### config.mk
export PLATFORM = sky130hd
export DESIGN_NAME = synapse_scheduler
export DESIGN_NICKNAME = d
export VERILOG_FILES = /design/src/rtl/synapse_pkg.sv /design/src/rtl/spike_rr_arbiter.sv /design/src/rtl/synapse_scheduler.sv
export SDC_FILE = /design/constraint.sdc
export NUM_CORES = 1
export LEC_CHECK = 0
export ABC_AREA = 1
export ABC_CLOCK_PERIOD_IN_PS = 3300
export CORE_ASPECT_RATIO = 1.5
export CORE_MARGIN = 2
export CORE_UTILIZATION = 50
export CTS_BUF_LIST = sky130_fd_sc_hd__clkbuf_16
export DETAILED_ROUTE_END_ITERATION = 10
export GPL_TIMING_DRIVEN = 0
export PLACE_DENSITY_LB_ADDON = 0.12
export SLEW_MARGIN = 20
export SYNTH_ARGS = -nofsm -noshare
export SYNTH_HDL_FRONTEND = slang
export SYNTH_SLANG_ARGS = --single-unit
### constraint.sdc
create_clock -name clk -period 3.3 [get_ports clk]
set_input_delay 0.66 -clock clk [delete_from_list [all_inputs] [get_ports clk]]
set_output_delay 0.66 -clock clk [all_outputs]
set_load 0.02 [all_outputs]
### src/rtl/synapse_pkg.sv
// Types and constants shared by the synapse blocks.
// No logic here: state encoding, drop counter width and the reset delay.
package synapse_pkg;

    typedef enum logic [1:0] {
        IDLE,
        DELAY,
        FIRE
    } syn_state_t;

    localparam int DROP_CNT_W    = 8;
    localparam int DEFAULT_DELAY = 3;

endpackage

### src/rtl/spike_rr_arbiter.sv
// Round-robin pick among pending spike sources, starting at rr_ptr and wrapping.
// Purely combinational, zero latency; no backpressure (caller decides when to take).
module spike_rr_arbiter #(
    parameter int N = 4
) (
    input  logic [N-1:0]         req,
    input  logic [$clog2(N)-1:0] rr_ptr,
    output logic                 valid,
    output logic [$clog2(N)-1:0] idx
);

    localparam int IW = $clog2(N);

    always_comb begin
        int          c;
        logic [IW-1:0] ci;
        valid = 1'b0;
        idx   = '0;
        c     = 0;
        ci    = '0;
        for (int k = 0; k < N; k++) begin
            c  = (int'(rr_ptr) + k) % N;
            ci = IW'(c);
            if (!valid && req[ci]) begin
                valid = 1'b1;
                idx   = ci;
            end
        end
    end

endmodule

### src/rtl/synapse_scheduler.sv
// Shares one delay unit among N_SYN spike sources; emits each queued spike after its delay.
// Edge-to-pulse latency d+1 cycles, service d+2; one pending slot per source, overruns counted.
module synapse_scheduler
    import synapse_pkg::*;
#(
    parameter int N_SYN         = 4,
    parameter int DELAY_W       = 2,
    parameter int DEFAULT_DELAY = synapse_pkg::DEFAULT_DELAY
) (
    input  logic                     clk,
    input  logic                     reset,
    input  logic [N_SYN-1:0]         spike_in,
    input  logic                     cfg_we,
    input  logic [$clog2(N_SYN)-1:0] cfg_idx,
    input  logic [DELAY_W-1:0]       cfg_delay,
    input  logic                     cfg_en,
    output logic [N_SYN-1:0]         spike_out,
    output logic                     busy,
    output logic [$clog2(N_SYN)-1:0] grant_idx,
    output logic [DROP_CNT_W-1:0]    drop_cnt
);

    localparam int IW = $clog2(N_SYN);

    syn_state_t         state, state_nxt;
    logic [N_SYN-1:0]   prev;
    logic [N_SYN-1:0]   pending, pending_nxt;
    logic [N_SYN-1:0]   en_r;
    logic [DELAY_W-1:0] delay_r [N_SYN];
    logic [DELAY_W-1:0] cnt;
    logic [IW-1:0]      rr_ptr;

    logic [N_SYN-1:0]   edge_det, grant_clr, cfg_clr, drop_vec, fire_vec;
    logic               arb_vld, take, cfg_hit;
    logic [IW-1:0]      arb_idx, fire_idx;

    spike_rr_arbiter #(.N(N_SYN)) u_arb (
        .req    (pending & en_r),
        .rr_ptr (rr_ptr),
        .valid  (arb_vld),
        .idx    (arb_idx)
    );

    assign edge_det = spike_in & ~prev & en_r;
    assign cfg_hit  = cfg_we && (int'(cfg_idx) < N_SYN);

    // A new edge beats the grant's clear (no drop); a disable write beats everything.
    always_comb begin
        grant_clr = '0;
        cfg_clr   = '0;
        if (take)
            grant_clr[arb_idx] = 1'b1;
        if (cfg_hit && !cfg_en)
            cfg_clr[cfg_idx] = 1'b1;
        drop_vec    = edge_det & pending & ~grant_clr & ~cfg_clr;
        pending_nxt = ((pending & ~grant_clr) | edge_det) & ~cfg_clr;
    end

    always_comb begin
        state_nxt = state;
        take      = 1'b0;
        case (state)
            IDLE: begin
                if (arb_vld) begin
                    take      = 1'b1;
                    state_nxt = (delay_r[arb_idx] != '0) ? DELAY : FIRE;
                end
            end
            DELAY: begin
                if (cnt == DELAY_W'(1))
                    state_nxt = FIRE;
            end
            FIRE:    state_nxt = IDLE;
            default: state_nxt = IDLE;
        endcase
    end

    // Zero-delay grants go straight to FIRE before grant_idx is updated.
    always_comb begin
        fire_idx           = take ? arb_idx : grant_idx;
        fire_vec           = '0;
        fire_vec[fire_idx] = 1'b1;
    end

    always_ff @(posedge clk or posedge reset) begin
        if (reset)
            state <= IDLE;
        else
            state <= state_nxt;
    end

    always_ff @(posedge clk or posedge reset) begin
        if (reset) begin
            prev      <= '0;
            pending   <= '0;
            cnt       <= '0;
            grant_idx <= '0;
            rr_ptr    <= '0;
            spike_out <= '0;
            busy      <= 1'b0;
            drop_cnt  <= '0;
        end else begin
            prev    <= spike_in;
            pending <= pending_nxt;
            if (take) begin
                grant_idx <= arb_idx;
                cnt       <= delay_r[arb_idx];
            end else if (state == DELAY) begin
                cnt <= cnt - DELAY_W'(1);
            end
            if (state == FIRE)
                rr_ptr <= (grant_idx == IW'(N_SYN - 1)) ? '0 : grant_idx + IW'(1);
            spike_out <= (state_nxt == FIRE) ? fire_vec : '0;
            busy      <= (state_nxt != IDLE);
            if (|drop_vec && drop_cnt != '1)
                drop_cnt <= drop_cnt + DROP_CNT_W'(1);
        end
    end

    always_ff @(posedge clk or posedge reset) begin
        if (reset) begin
            for (int i = 0; i < N_SYN; i++)
                delay_r[i] <= DELAY_W'(DEFAULT_DELAY);
            en_r <= '1;
        end else if (cfg_hit) begin
            delay_r[cfg_idx] <= cfg_delay;
            en_r[cfg_idx]    <= cfg_en;
        end
    end

endmodule

==> results of run 1 <==
-- cells in the mapped netlist, drive strengths merged --
master  instances  share of area (%)
nand2         106                 20
nand3          39                9.7
inv            34                5.7
dfrtp          29                 32
nor2           20                3.8
a21oi          15                3.5
dfstp          12                 14
o21ai          11                2.9
xor2            6                2.3
ha              3                1.6
nand4           3                1.1
nor3            3               0.66
buf             2               0.99
o221ai          2               0.77
o31ai           1               0.33
xnor2           1               0.38
-- sequential cells by signal (all words and copies together) (netlist names) --
| register | flops |
|---|---|
| cnt | 2 |
| grant_idx | 2 |
| en_r | 4 |
| rr_ptr | 2 |
| busy | 1 |
| pending | 4 |
| drop_cnt | 8 |
| delay_r | 8 |
| state | 2 |
| prev | 4 |
| spike_out | 4 |
-- power groups by stage --
stage / sequential (mW) / clock [mW] / combinational, mW
2_1_floorplan: 0.864 / 0 / 1.22
3_3_place_gp: 0.800 / 0 / 1.69
3_5_place_dp: 0.805 / 0 / 1.73
4_1_cts: 0.797 / 0.480 / 1.74
5_1_grt: 0.819 / 0.504 / 1.96
6_report: 0.795 / 0.473 / 1.72
-- cells by family after synthesis --
group                    after synthesis  synth area share [%]
AND/OR/NAND/NOR                      171                  35.7
flip-flops                            41                  45.7
buffers and inverters                 36                  6.71
AO/OA/AOI/OAI                         29                  7.48
XOR/XNOR                               7                  2.69
adder cells (fa/ha/maj)                3                  1.65
-- worst max-delay path, cell delays in order, from the launching register on --
cell	delay, ns
dfstp_2	0.55
nand2_1	0.07
nand2_1	0.07
nand2_2	0.07
o21ai_0	0.18
nand2_1	0.07
nand2_1	0.08
nand2_2	0.07
a21oi_2	0.23
nand2_1	0.12
nand3_2	0.09
nand2_2	0.07
inv_1	0.07
nand2_2	0.11
nand3_1	0.10
nand2_1	0.06
-- per-layer routing --
metal	part of all wire, %	track usage [%]	vias to the layer above
met1	41	23.4	907
met2	55	36.7	29
met3	2.7	4.48	8
li1	-	-	984
met5	0	0	-
met4	1.9	8.06	0
-- path summary, 6_finish.rpt --
path                                   startpoint                       to  slack [ns]  depth (start not counted)
hold reg to reg            delay_r[1]$_DFFE_PP1P_   delay_r[1]$_DFFE_PP1P_        0.49                          2
setup reg to reg              en_r[3]$_DFFE_PP1P_  drop_cnt[6]$_DFFE_PP0P_        1.16                         15
setup / recovery              en_r[3]$_DFFE_PP1P_  drop_cnt[6]$_DFFE_PP0P_        1.16                         15
hold / removal             delay_r[1]$_DFFE_PP1P_   delay_r[1]$_DFFE_PP1P_        0.49                          2
min in group asynchronous                   reset   spike_out[2]$_DFF_PP0_        0.71                          2
max in group asynchronous                   reset      en_r[2]$_DFFE_PP1P_        2.04                          3
-- layout by cell type (no fill, tap or decap) --
cell type	synthesis	routed
dfstp_2	12	12
clkdlybuf4s50_1	0	26
ha_1	3	3
xnor2_1	1	1
clkinv_2	0	2
nand2_2	21	21
a21oi_2	1	1
inv_2	4	5
a21oi_1	14	14
nor2_1	17	17
clkinvlp_4	0	1
nor3_1	3	3
nand3_2	5	5
nand3_1	34	34
buf_16	0	1
nor2_2	2	2
inv_4	1	1
nand2_1	83	83
o21ai_1	1	1
o21ai_0	9	9
inv_1	29	28
nand2_4	2	2
buf_6	2	2
o21ai_4	1	1
nor2_4	1	1
o31ai_1	1	1
dfrtp_1	29	29
clkbuf_16	0	5
nand4_1	2	2
xor2_1	6	6
o221ai_1	2	2
nand4_2	1	1
-- cell type report --
type / instances / area, um2 / share of cell area (%)
sequential: 41 / 1040 / 37.6
timing repair buffer: 27 / 288 / 10.4
clock inverter: 3 / 17.5 / 0.633
tap: 48 / 60.1 / 2.17
clock buffer: 5 / 125 / 4.52
buffer: 2 / 22.5 / 0.814
inverter: 34 / 130 / 4.70
multi-input combinational: 210 / 1080 / 39.1
-- metrics by stage --
stage / cell area [um2] / hold WS [ns] / worst slack, ns / cells
floorplan: 2280 / 0.468 / 1.47 / 287
global placement: 2600 / 0.481 / 0.827 / 361
detailed placement: 2620 / 0.485 / 0.862 / 362
CTS: 2770 / 0.494 / 1.13 / 370
global route: 2770 / 0.509 / 0.896 / 370
finish: 2770 / 0.491 / 1.16 / 370
==> results_dict.tcl, run 1 <==
set metrics [dict create \
    max_slew.worst_pin.slew_ns 0.467 \
    final_core_util_pct 61.9 \
    power.share.sequential_pct 26.6 \
    nFillCells 425 \
    dieWidth_um 59.1 \
    cts_resized 0 \
    synth-seq-cells 41 \
    p_sw_mw 1.42 \
    vias 1928 \
    yosysUniqueCellTypes 27 \
    core_area_mm2 0.00447 \
    remaining_drc_errors 0 \
    hold_viol_final 0 \
    hold_buffers 0 \
    yosysWarnings 0 \
    maxSlewHeadroom_pct 68.8 \
    power.density_mw_per_mm2 1080 \
    grt_pass1_wl_mm 8.07 \
    netlist_area_mm2 0.00228 \
    grt_pass1_vias 1843 \
    ioPinCount 27 \
    power.total_mw 2.99 \
    cts_setup_buffers 0 \
    path_max_fanout 8 \
    io_buffer_count 26 \
    ys_seq_area_share_pct 45.7 \
    area_growth_syn_to_layout_pct 21.6 \
    initial_core_util_pct 51.0 \
    clk_path_buf_depth 2 \
    tritoncts "yes" \
    fin_crit_sh_pct 64.9 \
    slew_viol_final 0 \
    grt-ovfl-total 0 \
    power_frac_clock_pct 15.8 \
    synthCells 287 \
    skew_ns 0.00412 \
    clock_latency_ns 0.28 \
    dieArea_mm2 0.00512 \
    worst-setup-path-type "reg2reg" \
    cts.clk_slew.worst_paths_ns 0.06 \
    setup-tns-final_ns 0 \
    grt_start_max_net_pins 22 \
    ant_nets 0 \
    cts_sinks 41 \
    fin_nets 336 \
    grt_use_total_pct 20.6 \
    drive_above_1_share_pct 19.6 \
    maxCapViolations 0 \
    crit_arrival_ns 2.31 \
    status "complete, no violations" \
    clock.fmax_mhz 467 \
    leakagePower_nw 1.36 \
    numCtsBuffers 5 \
    cp-end-kind "flop" \
    avgSynthCellArea_um2 7.93 \
    root_buffer "clkbuf_16" \
    power_frac_comb_pct 57.6 \
    routed_via_density 5.21 \
    cts_max_level 2 \
    drtPass1Iterations 4 \
    core.rowCount 30 \
    routabilityCongestion 0.806 \
    dp_hpwl_mm 3.57 \
    min_period_ns 2.14 \
    rsz0062_at_grt "no" \
    min_path_type "reg2reg" \
    die_h_um 86.6 \
    n_antenna_cell 0 \
    wl_per_cell_um 12.5 \
    wirelength_mm 4.63 \
    p_sw_share_pct 47.5 \
    p_int_mw 1.57 \
    worstPathRequired_ns 3.47 \
    antenna_found_initial 0 \
    vdd_drop_max_v 0.000629 \
    drtIter0Drc 58 \
    finalSetupViolations 0 \
    cp-start-kind "flop" \
    syn-num-nets 302 \
]
No activity file was read; power rests on OpenSTA's default activity.
==> run 2: changes to the inputs <==
Settings changed: ABC_CLOCK_PERIOD_IN_PS 3300 to 1900.
Clock period 3.3 ns to 1.9 ns, I/O delays scaled along.
==> run 2 against run 1 <==
Against the previous run:
- the run now ends with setup timing left
- clock power grew 72%
- combinational power rose by 140%
- register-to-register slack worse by 1.4 ns
- via count grew 5.2%
- total power up 110%
- clock-buffer cell count did not move
- flip-flop and latch count did not move
==> results_dict.tcl, run 2 (synthesis gave the netlist of run 1 again) <==
set metrics [dict create \
    skew_ns 0.00487 \
    path_delay_family "simple AND/OR/NAND/NOR gates" \
    wl_per_cell_um 13.5 \
    drtPass1Iterations 4 \
    remaining_drc_errors 0 \
    grt_start_max_net_pins 22 \
    max_slew.worst_pin.slew_ns 0.468 \
    dieArea_mm2 0.00512 \
    worst-setup-path-type "reg2reg" \
    worstPathRequired_ns 2.12 \
    fin_nets 350 \
    n_antenna_cell 0 \
    fin_area_mm2 0.00308 \
    min_path_type "in2async" \
    ioPinCount 27 \
    power.density_mw_per_mm2 2060 \
    cp-start-kind "flop" \
    path_max_fanout 8 \
    cts.clk_slew.worst_paths_ns 0.06 \
    slew_viol_final 0 \
    rsz0062_at_grt "yes" \
    vdd_drop_max_v 0.00133 \
    path_cells "nand2_2 > nand2_2 > nand2_2 > nand2_2 > nand2_4 > nand2_4 > nand3_4 > nand2_4 > inv_4 > nor2_4 > nand2_2 > nand3_2 > nand2_4 > o21ai_4 > nand2_1 > nand2_1" \
    dieWidth_um 59.1 \
    status "complete, but fails checks" \
    cp_common_cell "nand2_2" \
    dp_hpwl_mm 3.57 \
    drive_above_1_share_pct 33.0 \
    core.rowCount 30 \
    placed_area_mm2 0.00262 \
    final.setup.worst_slack_ns -0.193 \
    vias 2029 \
    pre_cts_ws_ns -0.258 \
    drtIter0Drc 42 \
    layout_common_cells "70 x nand2_1, 28 x nand2_2, 28 x inv_1, 28 x dfrtp_1, 26 x clkdlybuf4s50_1" \
    root_buffer "clkbuf_16" \
    cts_max_level 2 \
    core_area_mm2 0.00447 \
    routed_via_density 5.28 \
    fin_crit_sh_pct 110 \
    grt_pass1_vias 1882 \
    numCtsBuffers 5 \
    grt-ovfl-total 0 \
    grt_use_total_pct 21.0 \
    antenna_found_initial 0 \
    maxCapViolations 0 \
    wirelength_mm 5.18 \
    final_common_cell "nand2_1" \
    worst_path_largest_cell_delay_ns 0.57 \
    routabilityCongestion 0.806 \
    violations "setup timing" \
    min_period_ns 2.09 \
    hold_viol_final 0 \
    leakagePower_nw 1.47 \
    crit_buf_inv 1 \
    setup-tns-final_ns -2.85 \
    initial_core_util_pct 51.0 \
    die_h_um 86.6 \
    clock.fmax_mhz 478 \
    ant_nets 0 \
    clock_latency_ns 0.28 \
    cts_sinks 41 \
    cp-end-kind "flop" \
    holdWs_ns 0.432 \
    area_growth_syn_to_layout_pct 35.5 \
    tritoncts "yes" \
    nFillCells 367 \
    io_buffer_count 26 \
    crit_arrival_ns 2.31 \
    clk_path_buf_depth 2 \
    finalSetupViolations 18 \
    reg_top3 "delay_r (8), drop_cnt (8)" \
    cp_slowest_cell "dfstp_2" \
    grt_pass1_wl_mm 8.21 \
    maxSlewHeadroom_pct 68.8 \
]
[run 2: cell types whose count changed in the layout (fill, tap and decap cells not counted), sizes merged]
cell    previous run  this run
clkinv             2         4
inv               34        33
buf                3        16
[run 2: stage by stage]
stage | util (%) | power, mW | instances
floorplan | - | 3.63 | 287
global placement | 58.1 | 4.33 | 361
detailed placement | 58.7 | 4.40 | 362
CTS | 65.3 | 5.82 | 379
global route | 69.0 | 6.83 | 384
finish | 69.0 | 6.34 | 384
[run 2: where the power goes]
part,leakage [nW],internal [mW],switching (mW)
combinational,0.915,1.58,2.54
clock,0.0696,0.481,0.333
sequential,0.485,1.19,0.230
[run 2: path summary, 6_finish.rpt]
check | start | cells after the start | slack [ns] | endpoint
min | reset | 2 | 0.43 | spike_out[2]$_DFF_PP0_
max reg2reg | en_r[3]$_DFFE_PP1P_ | 16 | -0.19 | drop_cnt[4]$_DFFE_PP0P_
min reg2reg | delay_r[1]$_DFFE_PP1P_ | 2 | 0.49 | delay_r[1]$_DFFE_PP1P_
max | en_r[3]$_DFFE_PP1P_ | 16 | -0.19 | drop_cnt[4]$_DFFE_PP0P_
max in group asynchronous | reset | 3 | 0.92 | en_r[2]$_DFFE_PP1P_
min in group clk | delay_r[1]$_DFFE_PP1P_ | 2 | 0.49 | delay_r[1]$_DFFE_PP1P_
[run 2: what timing repair did]
item                       4_1_cts  5_1_grt
hold buffers                     0        0
setup buffers                    9        3
setup endpoints to repair       15       19
pin swaps                       13       21
cloned                           0        2
gates resized for setup         20       34
[run 2: routing by layer]
metal | routed length [um] | track usage (%) | part of all wire (%) | up-vias
li1 | - | - | - | 1016
met1 | 2030 | 23.8 | 39 | 978
met2 | 2920 | 37.8 | 56 | 25
met3 | 112 | 4.33 | 2.2 | 10
met4 | 116 | 7.64 | 2.2 | 0
met5 | 0 | 0 | 0 | -
[run 2: layout make-up]
class | instances | area (um2) | area share [%]
flip-flops and latches | 41 | 1040 | 33.8
clock buffers | 5 | 125 | 4.06
plain buffers | 2 | 22.5 | 0.731
multi-input cells | 210 | 1280 | 41.6
repair inverters | 1 | 5.00 | 0.162
repair buffers | 40 | 385 | 12.5
inverters | 34 | 143 | 4.63
clock inverters | 3 | 17.5 | 0.568
well taps | 48 | 60.1 | 1.95
[run 2: worst reg2reg max path, delay by kind of cell (launching register included)]
family,cells,cell delay (ns)
and+or+nand+nor,14,1.19
AOI/OAI and AO/OA,1,0.25
DFF,1,0.57
buffers and inverters,1,0.05
